===== src/rtl/seri_uart_param_if.sv =====
// seri_uart_param_if: TX handshake and RX report bundle for seri_uart_param
//   gidenVeri/gidenGecerli/gidenHazir : TX word, valid, ready
//   gelenVeri/gelenGecerli            : last RX word and its one-cycle strobe
//   cerceveHatasi/pariteHatasi        : RX error flags, pulse with gelenGecerli
//   master = user side, slave = UART side
interface seri_uart_param_if #(parameter int VERI_BIT = 8);
    logic [VERI_BIT-1:0] gidenVeri;
    logic                gidenGecerli;
    logic                gidenHazir;
    logic [VERI_BIT-1:0] gelenVeri;
    logic                gelenGecerli;
    logic                cerceveHatasi;
    logic                pariteHatasi;
    modport master (
        output gidenVeri, gidenGecerli,
        input  gidenHazir, gelenVeri, gelenGecerli, cerceveHatasi, pariteHatasi
    );
    modport slave (
        input  gidenVeri, gidenGecerli,
        output gidenHazir, gelenVeri, gelenGecerli, cerceveHatasi, pariteHatasi
    );
endinterface


===== src/rtl/seri_uart_param.sv =====
// seri_uart_param: parametrised full-duplex UART, 16x oversampled RX with framing/break detection
//   saatDarbesi : clock, rising edge      sifirlama : synchronous active-high reset
//   bus         : seri_uart_param_if.slave (TX handshake, RX word and error pulses)
//   gidenHat    : serial TX line, idle 1  gelenHat  : asynchronous serial RX line
//   mesgul      : TX or RX not idle
//   Optional parity bit is compiled in with the macro SERI_PARITE_EN.
module seri_uart_param #(
    parameter int SAAT_HZ    = 50_000_000,
    parameter int BAUD       = 9600,
    parameter int VERI_BIT   = 8,
    parameter int DURMA_BIT  = 1,
    parameter int PARITE_TEK = 0
) (
    input  logic             saatDarbesi,
    input  logic             sifirlama,
    seri_uart_param_if.slave bus,
    output logic             gidenHat,
    input  logic             gelenHat,
    output logic             mesgul
);
    localparam int BOLME   = (SAAT_HZ + 8 * BAUD) / (16 * BAUD);
    localparam int BIT_CYC = 16 * BOLME;
    localparam int TW      = $clog2(BIT_CYC);
    localparam int KW      = BOLME > 1 ? $clog2(BOLME) : 1;
    localparam logic [TW-1:0] BIT_SON   = TW'(BIT_CYC - 1);
    localparam logic [KW-1:0] TIK_SON   = KW'(BOLME - 1);
    localparam logic [2:0]    VERI_SON  = 3'(VERI_BIT - 1);
    localparam logic [2:0]    DURMA_SON = 3'(DURMA_BIT - 1);
    localparam logic          TEK       = 1'(PARITE_TEK);

    if (BOLME < 1) begin : gBolmeKontrol
        $error("seri_uart_param: BOLME must be at least 1");
    end
    if (VERI_BIT < 5 || VERI_BIT > 8 || (DURMA_BIT != 1 && DURMA_BIT != 2) ||
        (PARITE_TEK != 0 && PARITE_TEK != 1)) begin : gParamKontrol
        $error("seri_uart_param: VERI_BIT, DURMA_BIT or PARITE_TEK out of range");
    end

    typedef enum logic [2:0] {
        BOSTA,
        BASLA,
        VERI,
`ifdef SERI_PARITE_EN
        PARITE,
`endif
        DURMA,
        KIRIK
    } durumT;

    durumT               txDurum, txDurumN, rxDurum, rxDurumN;
    logic [TW-1:0]       txSayac, txSayacN;
    logic [2:0]          txBit, txBitN, rxBit, rxBitN;
    logic [VERI_BIT-1:0] txKelime, txKelimeN, rxKaydir, rxKaydirN, gelenVeriN;
    logic                txHatN, hazirN, gecerliN, cerceveN, pariteN;
    logic                senk1, senk2, tik;
    logic [KW-1:0]       tikSayac;
    logic [3:0]          rxSayac, rxSayacN;
`ifdef SERI_PARITE_EN
    logic                rxPar, rxParN;
`endif

    assign mesgul = txDurum != BOSTA || rxDurum != BOSTA;
    assign tik    = tikSayac == TIK_SON;

    always_comb begin
        txDurumN  = txDurum;
        txSayacN  = (txDurum == BOSTA || txSayac == BIT_SON) ? '0 : txSayac + 1'b1;
        txBitN    = txBit;
        txKelimeN = txKelime;
        if (txSayac == BIT_SON) begin
            case (txDurum)
                BASLA: begin
                    txDurumN = VERI;
                    txBitN   = '0;
                end
                VERI: begin
                    txBitN = txBit == VERI_SON ? '0 : txBit + 1'b1;
`ifdef SERI_PARITE_EN
                    txDurumN = txBit == VERI_SON ? PARITE : VERI;
`else
                    txDurumN = txBit == VERI_SON ? DURMA : VERI;
`endif
                end
`ifdef SERI_PARITE_EN
                PARITE: txDurumN = DURMA;
`endif
                DURMA: begin
                    txBitN   = txBit == DURMA_SON ? '0 : txBit + 1'b1;
                    txDurumN = txBit == DURMA_SON ? BOSTA : DURMA;
                end
                default: ;
            endcase
        end
        if (bus.gidenHazir && bus.gidenGecerli) begin
            txDurumN  = BASLA;
            txSayacN  = '0;
            txBitN    = '0;
            txKelimeN = bus.gidenVeri;
        end
        // Ready already in the last cycle of the final stop bit: the next word starts with no idle gap.
        hazirN = txDurumN == BOSTA || (txDurumN == DURMA && txBitN == DURMA_SON && txSayacN == BIT_SON);
`ifdef SERI_PARITE_EN
        txHatN = txDurumN == BASLA ? 1'b0 : txDurumN == VERI ? txKelimeN[txBitN] :
                 txDurumN == PARITE ? ((^txKelimeN) ^ TEK) : 1'b1;
`else
        txHatN = txDurumN == BASLA ? 1'b0 : txDurumN == VERI ? txKelimeN[txBitN] : 1'b1;
`endif
    end

    always_ff @(posedge saatDarbesi) begin
        if (sifirlama) begin
            txDurum        <= BOSTA;
            txSayac        <= '0;
            txBit          <= '0;
            txKelime       <= '0;
            gidenHat       <= 1'b1;
            bus.gidenHazir <= 1'b0;
        end else begin
            txDurum        <= txDurumN;
            txSayac        <= txSayacN;
            txBit          <= txBitN;
            txKelime       <= txKelimeN;
            gidenHat       <= txHatN;
            bus.gidenHazir <= hazirN;
        end
    end

    always_comb begin
        rxDurumN   = rxDurum;
        rxSayacN   = rxSayac;
        rxBitN     = rxBit;
        rxKaydirN  = rxKaydir;
        gelenVeriN = bus.gelenVeri;
        gecerliN   = 1'b0;
        cerceveN   = 1'b0;
        pariteN    = 1'b0;
`ifdef SERI_PARITE_EN
        rxParN     = rxPar;
`endif
        if (rxDurum == KIRIK) begin
            rxDurumN = senk2 ? BOSTA : KIRIK;
        end else if (tik) begin
            // 4-bit tick count wraps 15 -> 0, so each sample lands 16 ticks after the previous one.
            rxSayacN = rxSayac + 1'b1;
            case (rxDurum)
                BOSTA: begin
                    rxSayacN = '0;
                    rxDurumN = senk2 ? BOSTA : BASLA;
                end
                BASLA: if (rxSayac == 4'd7) begin
                    rxSayacN = '0;
                    rxBitN   = '0;
                    rxDurumN = senk2 ? BOSTA : VERI;
                end
                VERI: if (rxSayac == 4'd15) begin
                    rxKaydirN = {senk2, rxKaydir[VERI_BIT-1:1]};
                    rxBitN    = rxBit + 1'b1;
`ifdef SERI_PARITE_EN
                    rxDurumN  = rxBit == VERI_SON ? PARITE : VERI;
`else
                    rxDurumN  = rxBit == VERI_SON ? DURMA : VERI;
`endif
                end
`ifdef SERI_PARITE_EN
                PARITE: if (rxSayac == 4'd15) begin
                    rxParN   = senk2;
                    rxDurumN = DURMA;
                end
`endif
                DURMA: if (rxSayac == 4'd15) begin
                    gelenVeriN = rxKaydir;
                    gecerliN   = 1'b1;
                    cerceveN   = !senk2;
`ifdef SERI_PARITE_EN
                    pariteN    = ((^rxKaydir) ^ rxPar) != TEK;
`endif
                    rxDurumN   = senk2 ? BOSTA : KIRIK;
                end
                default: ;
            endcase
        end
    end

    always_ff @(posedge saatDarbesi) begin
        if (sifirlama) begin
            senk1             <= 1'b1;
            senk2             <= 1'b1;
            tikSayac          <= '0;
            rxDurum           <= BOSTA;
            rxSayac           <= '0;
            rxBit             <= '0;
            rxKaydir          <= '0;
            bus.gelenVeri     <= '0;
            bus.gelenGecerli  <= 1'b0;
            bus.cerceveHatasi <= 1'b0;
            bus.pariteHatasi  <= 1'b0;
`ifdef SERI_PARITE_EN
            rxPar             <= 1'b0;
`endif
        end else begin
            senk1             <= gelenHat;
            senk2             <= senk1;
            tikSayac          <= tik ? '0 : tikSayac + 1'b1;
            rxDurum           <= rxDurumN;
            rxSayac           <= rxSayacN;
            rxBit             <= rxBitN;
            rxKaydir          <= rxKaydirN;
            bus.gelenVeri     <= gelenVeriN;
            bus.gelenGecerli  <= gecerliN;
            bus.cerceveHatasi <= cerceveN;
            bus.pariteHatasi  <= pariteN;
`ifdef SERI_PARITE_EN
            rxPar             <= rxParN;
`endif
        end
    end
endmodule


===== src/flat_wrapper.sv =====
// flat-port wrapper written by rule: the top's interface ports become plain ports
module seri_uart_param_flat 
#(
    parameter int SAAT_HZ    = 50_000_000,
    parameter int BAUD       = 9600,
    parameter int VERI_BIT   = 8,
    parameter int DURMA_BIT  = 1,
    parameter int PARITE_TEK = 0
)
  (saatDarbesi, sifirlama, gidenHat, gelenHat, mesgul, bus_gidenVeri, bus_gidenGecerli, bus_gidenHazir, bus_gelenVeri, bus_gelenGecerli, bus_cerceveHatasi, bus_pariteHatasi);
  seri_uart_param_if #(.VERI_BIT(VERI_BIT)) bus_i ();
  input  logic saatDarbesi;
  input  logic sifirlama;
  output logic gidenHat;
  input  logic gelenHat;
  output logic mesgul;
  input wire logic [$bits(bus_i.gidenVeri)-1:0] bus_gidenVeri;
  input wire logic [$bits(bus_i.gidenGecerli)-1:0] bus_gidenGecerli;
  output wire logic [$bits(bus_i.gidenHazir)-1:0] bus_gidenHazir;
  output wire logic [$bits(bus_i.gelenVeri)-1:0] bus_gelenVeri;
  output wire logic [$bits(bus_i.gelenGecerli)-1:0] bus_gelenGecerli;
  output wire logic [$bits(bus_i.cerceveHatasi)-1:0] bus_cerceveHatasi;
  output wire logic [$bits(bus_i.pariteHatasi)-1:0] bus_pariteHatasi;
  assign bus_i.gidenVeri = bus_gidenVeri;
  assign bus_i.gidenGecerli = bus_gidenGecerli;
  assign bus_gidenHazir = bus_i.gidenHazir;
  assign bus_gelenVeri = bus_i.gelenVeri;
  assign bus_gelenGecerli = bus_i.gelenGecerli;
  assign bus_cerceveHatasi = bus_i.cerceveHatasi;
  assign bus_pariteHatasi = bus_i.pariteHatasi;
  seri_uart_param #(.SAAT_HZ(SAAT_HZ), .BAUD(BAUD), .VERI_BIT(VERI_BIT), .DURMA_BIT(DURMA_BIT), .PARITE_TEK(PARITE_TEK)) u_core (.saatDarbesi(saatDarbesi), .sifirlama(sifirlama), .bus(bus_i), .gidenHat(gidenHat), .gelenHat(gelenHat), .mesgul(mesgul));
endmodule

===== config.mk =====
export PLATFORM = sky130hd
export DESIGN_NAME = seri_uart_param_flat
export DESIGN_NICKNAME = d
export VERILOG_FILES = /design/src/rtl/seri_uart_param_if.sv /design/src/rtl/seri_uart_param.sv /design/src/flat_wrapper.sv
export SDC_FILE = /design/constraint.sdc
export NUM_CORES = 1
export LEC_CHECK = 0
export CAP_MARGIN = 20
export CORE_ASPECT_RATIO = 0.8
export CORE_MARGIN = 5
export CORE_UTILIZATION = 52
export DETAILED_ROUTE_END_ITERATION = 7
export PLACE_DENSITY_LB_ADDON = 0.25
export SLEW_MARGIN = 25
export SYNTH_ARGS = -nofsm -noshare
export SYNTH_HDL_FRONTEND = slang
export SYNTH_SLANG_ARGS = --single-unit

===== constraint.sdc =====
create_clock -name saatDarbesi -period 2.36 [get_ports saatDarbesi]
set_input_delay 0.708 -clock saatDarbesi [delete_from_list [all_inputs] [get_ports saatDarbesi]]
set_output_delay 0.708 -clock saatDarbesi [all_outputs]
set_load 0.02 [all_outputs]

==> results of run 1 <==
==> worst max-delay path: cells and delay by family (launching register included) <==
family / cells / cell delay (ps)
adder cells (fa/ha/maj): 1 / 210
AO/OA/AOI/OAI: 4 / 1200
flip-flops: 1 / 430
AND/OR/NAND/NOR: 2 / 300
buffers and inverters: 1 / 70
==> layer usage <==
metal / part of all wire, % / global-route usage [%] / up-vias
met5: 0 / 0 / -
met4: 1.1 / 6.64 / 0
met3: 4.9 / 4.69 / 5
met2: 44 / 27.7 / 68
met1: 50 / 24.0 / 1269
li1: - / - / 1400
==> state kept, by name (all words and copies together), names as in the netlist, 3 cells and up <==
| register | cells |
|---|---|
| u_core.txKelime | 8 |
| u_core.rxBit | 3 |
| u_core.txDurum | 3 |
| u_core.tikSayac | 9 |
| u_core.rxSayac | 4 |
| u_core.txSayac | 13 |
| u_core.txBit | 3 |
| u_core.bus.gelenVeri | 8 |
| u_core.rxDurum | 3 |
| u_core.rxKaydir | 8 |
==> stage by stage <==
| stage | utilization, % | hold WS [ps] |
|---|---|---|
| 6_report | 64.7 | 410 |
| 5_1_grt | 64.7 | 429 |
| 4_1_cts | 64.0 | 417 |
| 3_5_place_dp | 60.8 | 403 |
| 3_3_place_gp | 60.8 | 408 |
| 2_1_floorplan | - | 389 |
==> layout make-up <==
class | instances | area share, %
flip-flops and latches | 68 | 35.3
repair buffers | 43 | 10.3
inverters | 10 | 0.971
clock buffers | 15 | 4.56
multi-input cells | 292 | 46.2
clock inverters | 1 | 0.129
well taps | 81 | 2.62
==> kinds of logic (layout without fill, tap and decap cells) <==
family / after synthesis / in the layout / share of synthesized area, %
adders and majority gates: 9 / 9 / 3.49
buffers and inverters: 31 / 69 / 4.03
xor gates and xnor gates: 20 / 20 / 5.42
other: 1 / 1 / 0.116
DFF: 68 / 68 / 42.1
muxes: 13 / 13 / 4.18
AOI/OAI and AO/OA: 58 / 58 / 11.5
and+or+nand+nor: 191 / 191 / 29.1
==> timing repair <==
action,4_1_cts,5_1_grt
gates resized for setup,2,10
pin swaps,0,4
endpoints found under the hold margin,0,0
setup endpoints to repair,2,3
==> final timing paths <==
kind,endpoint,slack [ps]
max,u_core.gidenHat,50
min,u_core.senk2,410
max reg2reg,u_core.gidenHat,50
min reg2reg,u_core.senk2,410
==> synth_stat cells, drive strengths merged (2+ instances only) <==
master   count  area share [%]
a21o         2            0.46
and3         4            0.77
nand4        5            0.97
mux2i       12             3.8
and2         2            0.46
or3b         2            0.62
nand3       19             3.1
or2          8             1.5
o22ai        2            0.39
nor4         5            0.97
nand4b       2            0.54
buf          4            0.89
inv         10             1.2
a21oi       31             4.8
nand2       54             6.3
dfxtp       68              42
a22oi        2            0.46
xnor2        8             2.2
and4         2            0.54
and4bb       3             1.2
o31ai        4             1.1
clkbuf      17             2.0
a2111oi      3             1.2
o21ai        4            0.62
a21boi       2            0.46
nor2b        4            0.77
nor3b        3            0.85
nand2b       2            0.39
nor3        13             2.0
ha           9             3.5
nor2        60             7.3
xor2        12             3.3
a31oi        2            0.39
==> power groups by stage <==
stage	combinational, mW	sequential, mW	clock [mW]
6_report	0.126	1.18	0.864
5_1_grt	0.138	1.18	0.944
4_1_cts	0.124	1.18	0.886
3_5_place_dp	0.123	1.20	0
3_3_place_gp	0.122	1.20	0
2_1_floorplan	0.0664	1.20	0
==> flow_metrics.env, run 1 <==
export IMPL_antenna_found_initial=0
export IMPL_fin_tns_setup_ps=0
export IMPL_leakagePower_nw=1.39
export IMPL_start_util_pct=54.1
export IMPL_placed_cells=494
export IMPL_crit_top_cell="a2111oi_2"
export IMPL_vias=2742
export IMPL_fin_crit_sh_pct=98.0
export IMPL_end_kind="register"
export IMPL_critPathSlowestCell="dfxtp_1"
export IMPL_rsz0062_at_grt="yes"
export IMPL_skew_ps=6.71
export IMPL_ios=26
export IMPL_fin_crit_ps=2310
export IMPL_cp_startpoint="u_core.txBit[0]"
export IMPL_tritoncts="done"
export IMPL_grt_max_degree=27
export IMPL_final_hold_violation_count=0
export IMPL_outcome="completed"
export IMPL_holdCritPathClass="reg -> reg"
export IMPL_core_um2=5970
export IMPL_critPathLaunchType="register"
export IMPL_fmax_mhz=432
export IMPL_crit_type="reg -> reg"
export IMPL_worstSkewPairLatency_ps=330
export IMPL_first_pass_iters=4
export IMPL_cts_buffer_depth=2
export IMPL_hpwlAfterDp_um=4840
export IMPL_cell_internal_pwr_mw=1.69
export IMPL_crit_chain="inv_1 -> ha_1 -> and3b_1 -> a2111oi_2 -> a22oi_1 -> a2111oi_2 -> nor4_1 -> o31a_1"
export IMPL_p_comb_share_pct=5.8
export IMPL_synth_seq_area_share_pct=42.1
export IMPL_numCtsBuffers=9
export IMPL_core_rowCount=25
export IMPL_layout_setup_ws_ps=46.9
export IMPL_hold_path_depth=1
export IMPL_fill_cells=519
export IMPL_synth_ff_type="dfxtp_1"
export IMPL_cpPeakStageDelay_ps=430
export IMPL_place_congestion=0.915
export IMPL_synth_seq_cells=68
export IMPL_wirelength_um=6850
export IMPL_setup_viol=0
export IMPL_first_global_vias=2577
export IMPL_async_flop_share_pct=0
export IMPL_grt_overflow=0
export IMPL_power_switching_mw=0.476
export IMPL_drc=0
export IMPL_path_max_fanout=5
export IMPL_cp_required_ps=2580
export IMPL_root_buffer="clkbuf_8"
export IMPL_pre_cts_slack_ps=-4.88
export IMPL_synth_edf_count=0
export IMPL_htreeDepth=3
export IMPL_r2r_start="u_core.txBit[0]"
export IMPL_p_per_area_nw_per_um2=561
export IMPL_fp_dieH_um=80.5
export IMPL_drt_initial_drc_count=124
export IMPL_instances_no_fill=510
export IMPL_slew_viol_final=0
export IMPL_post_drt_wl_per_cell_um=13.4
export IMPL_fp_dieW_um=98.1
export IMPL_r2r_cells=8
export IMPL_fin_nets=445
export IMPL_synth_warnings=0
export IMPL_grt_usage_pct=17.9
export IMPL_portBuffers=24
export IMPL_area_growth_pct=19.7
export IMPL_grt_pass1_wl_um=11500
export IMPL_multi_input_area_um2=1790
export IMPL_clk_pin_slew_ps=70
export IMPL_peakVddDrop_uv=412
export IMPL_clkPwrFrac_pct=39.8
export IMPL_arrival_ps=2530
export IMPL_postCtsSetupRepairBufs=0
export IMPL_finalInstanceArea_um2=3870
export IMPL_syn_area_um2=3230
export IMPL_diodes=0
export IMPL_antenna_left=0
export IMPL_dpl_cell_area_um2=3630
export IMPL_synthCells=391
export IMPL_drive_gt1_share_pct=14.5
export IMPL_die_area_um2=7900
export IMPL_power_mw=2.17
export IMPL_layout_commonest_cell="dfxtp_1"
export IMPL_p_sw_share_pct=22.0
export IMPL_p_seq_share_pct=54.3
export IMPL_ff_latch_area_um2=1360
export IMPL_viasPerCell=5.38
export IMPL_clock_sinks=68
export IMPL_hold_buffers=0
export IMPL_final_cell_mix="dfxtp_1, nor2_1, nand2_1"
export IMPL_synth_fp_nets=412
export IMPL_synth_area_per_cell_um2=8.26
export IMPL_synthDistinctLibCells=57
export IMPL_maxCapViolations=0
export IMPL_min_from="u_core.senk1"
Power figures use the tool's default switching activity.
==> run 2: changes to the inputs <==
--- a/config.mk
+++ b/config.mk
@@ -9,6 +9,7 @@
 export CORE_ASPECT_RATIO = 0.8
 export CORE_MARGIN = 5
 export CORE_UTILIZATION = 52
+export CTS_CLUSTER_SIZE = 10
 export DETAILED_ROUTE_END_ITERATION = 7
 export PLACE_DENSITY_LB_ADDON = 0.25
 export SLEW_MARGIN = 25
==> results of run 2 <==
No change in the layout: final DEF, timing and power equal those of run 1.
==> run 3: changes to the inputs <==
--- a/config.mk
+++ b/config.mk
@@ -9,6 +9,7 @@
 export CORE_ASPECT_RATIO = 0.8
 export CORE_MARGIN = 5
 export CORE_UTILIZATION = 52
+export CTS_CLUSTER_DIAMETER = 150
 export CTS_CLUSTER_SIZE = 10
 export DETAILED_ROUTE_END_ITERATION = 7
 export PLACE_DENSITY_LB_ADDON = 0.25
==> results of run 3 <==
No change in the layout: final DEF, timing and power equal those of run 1.
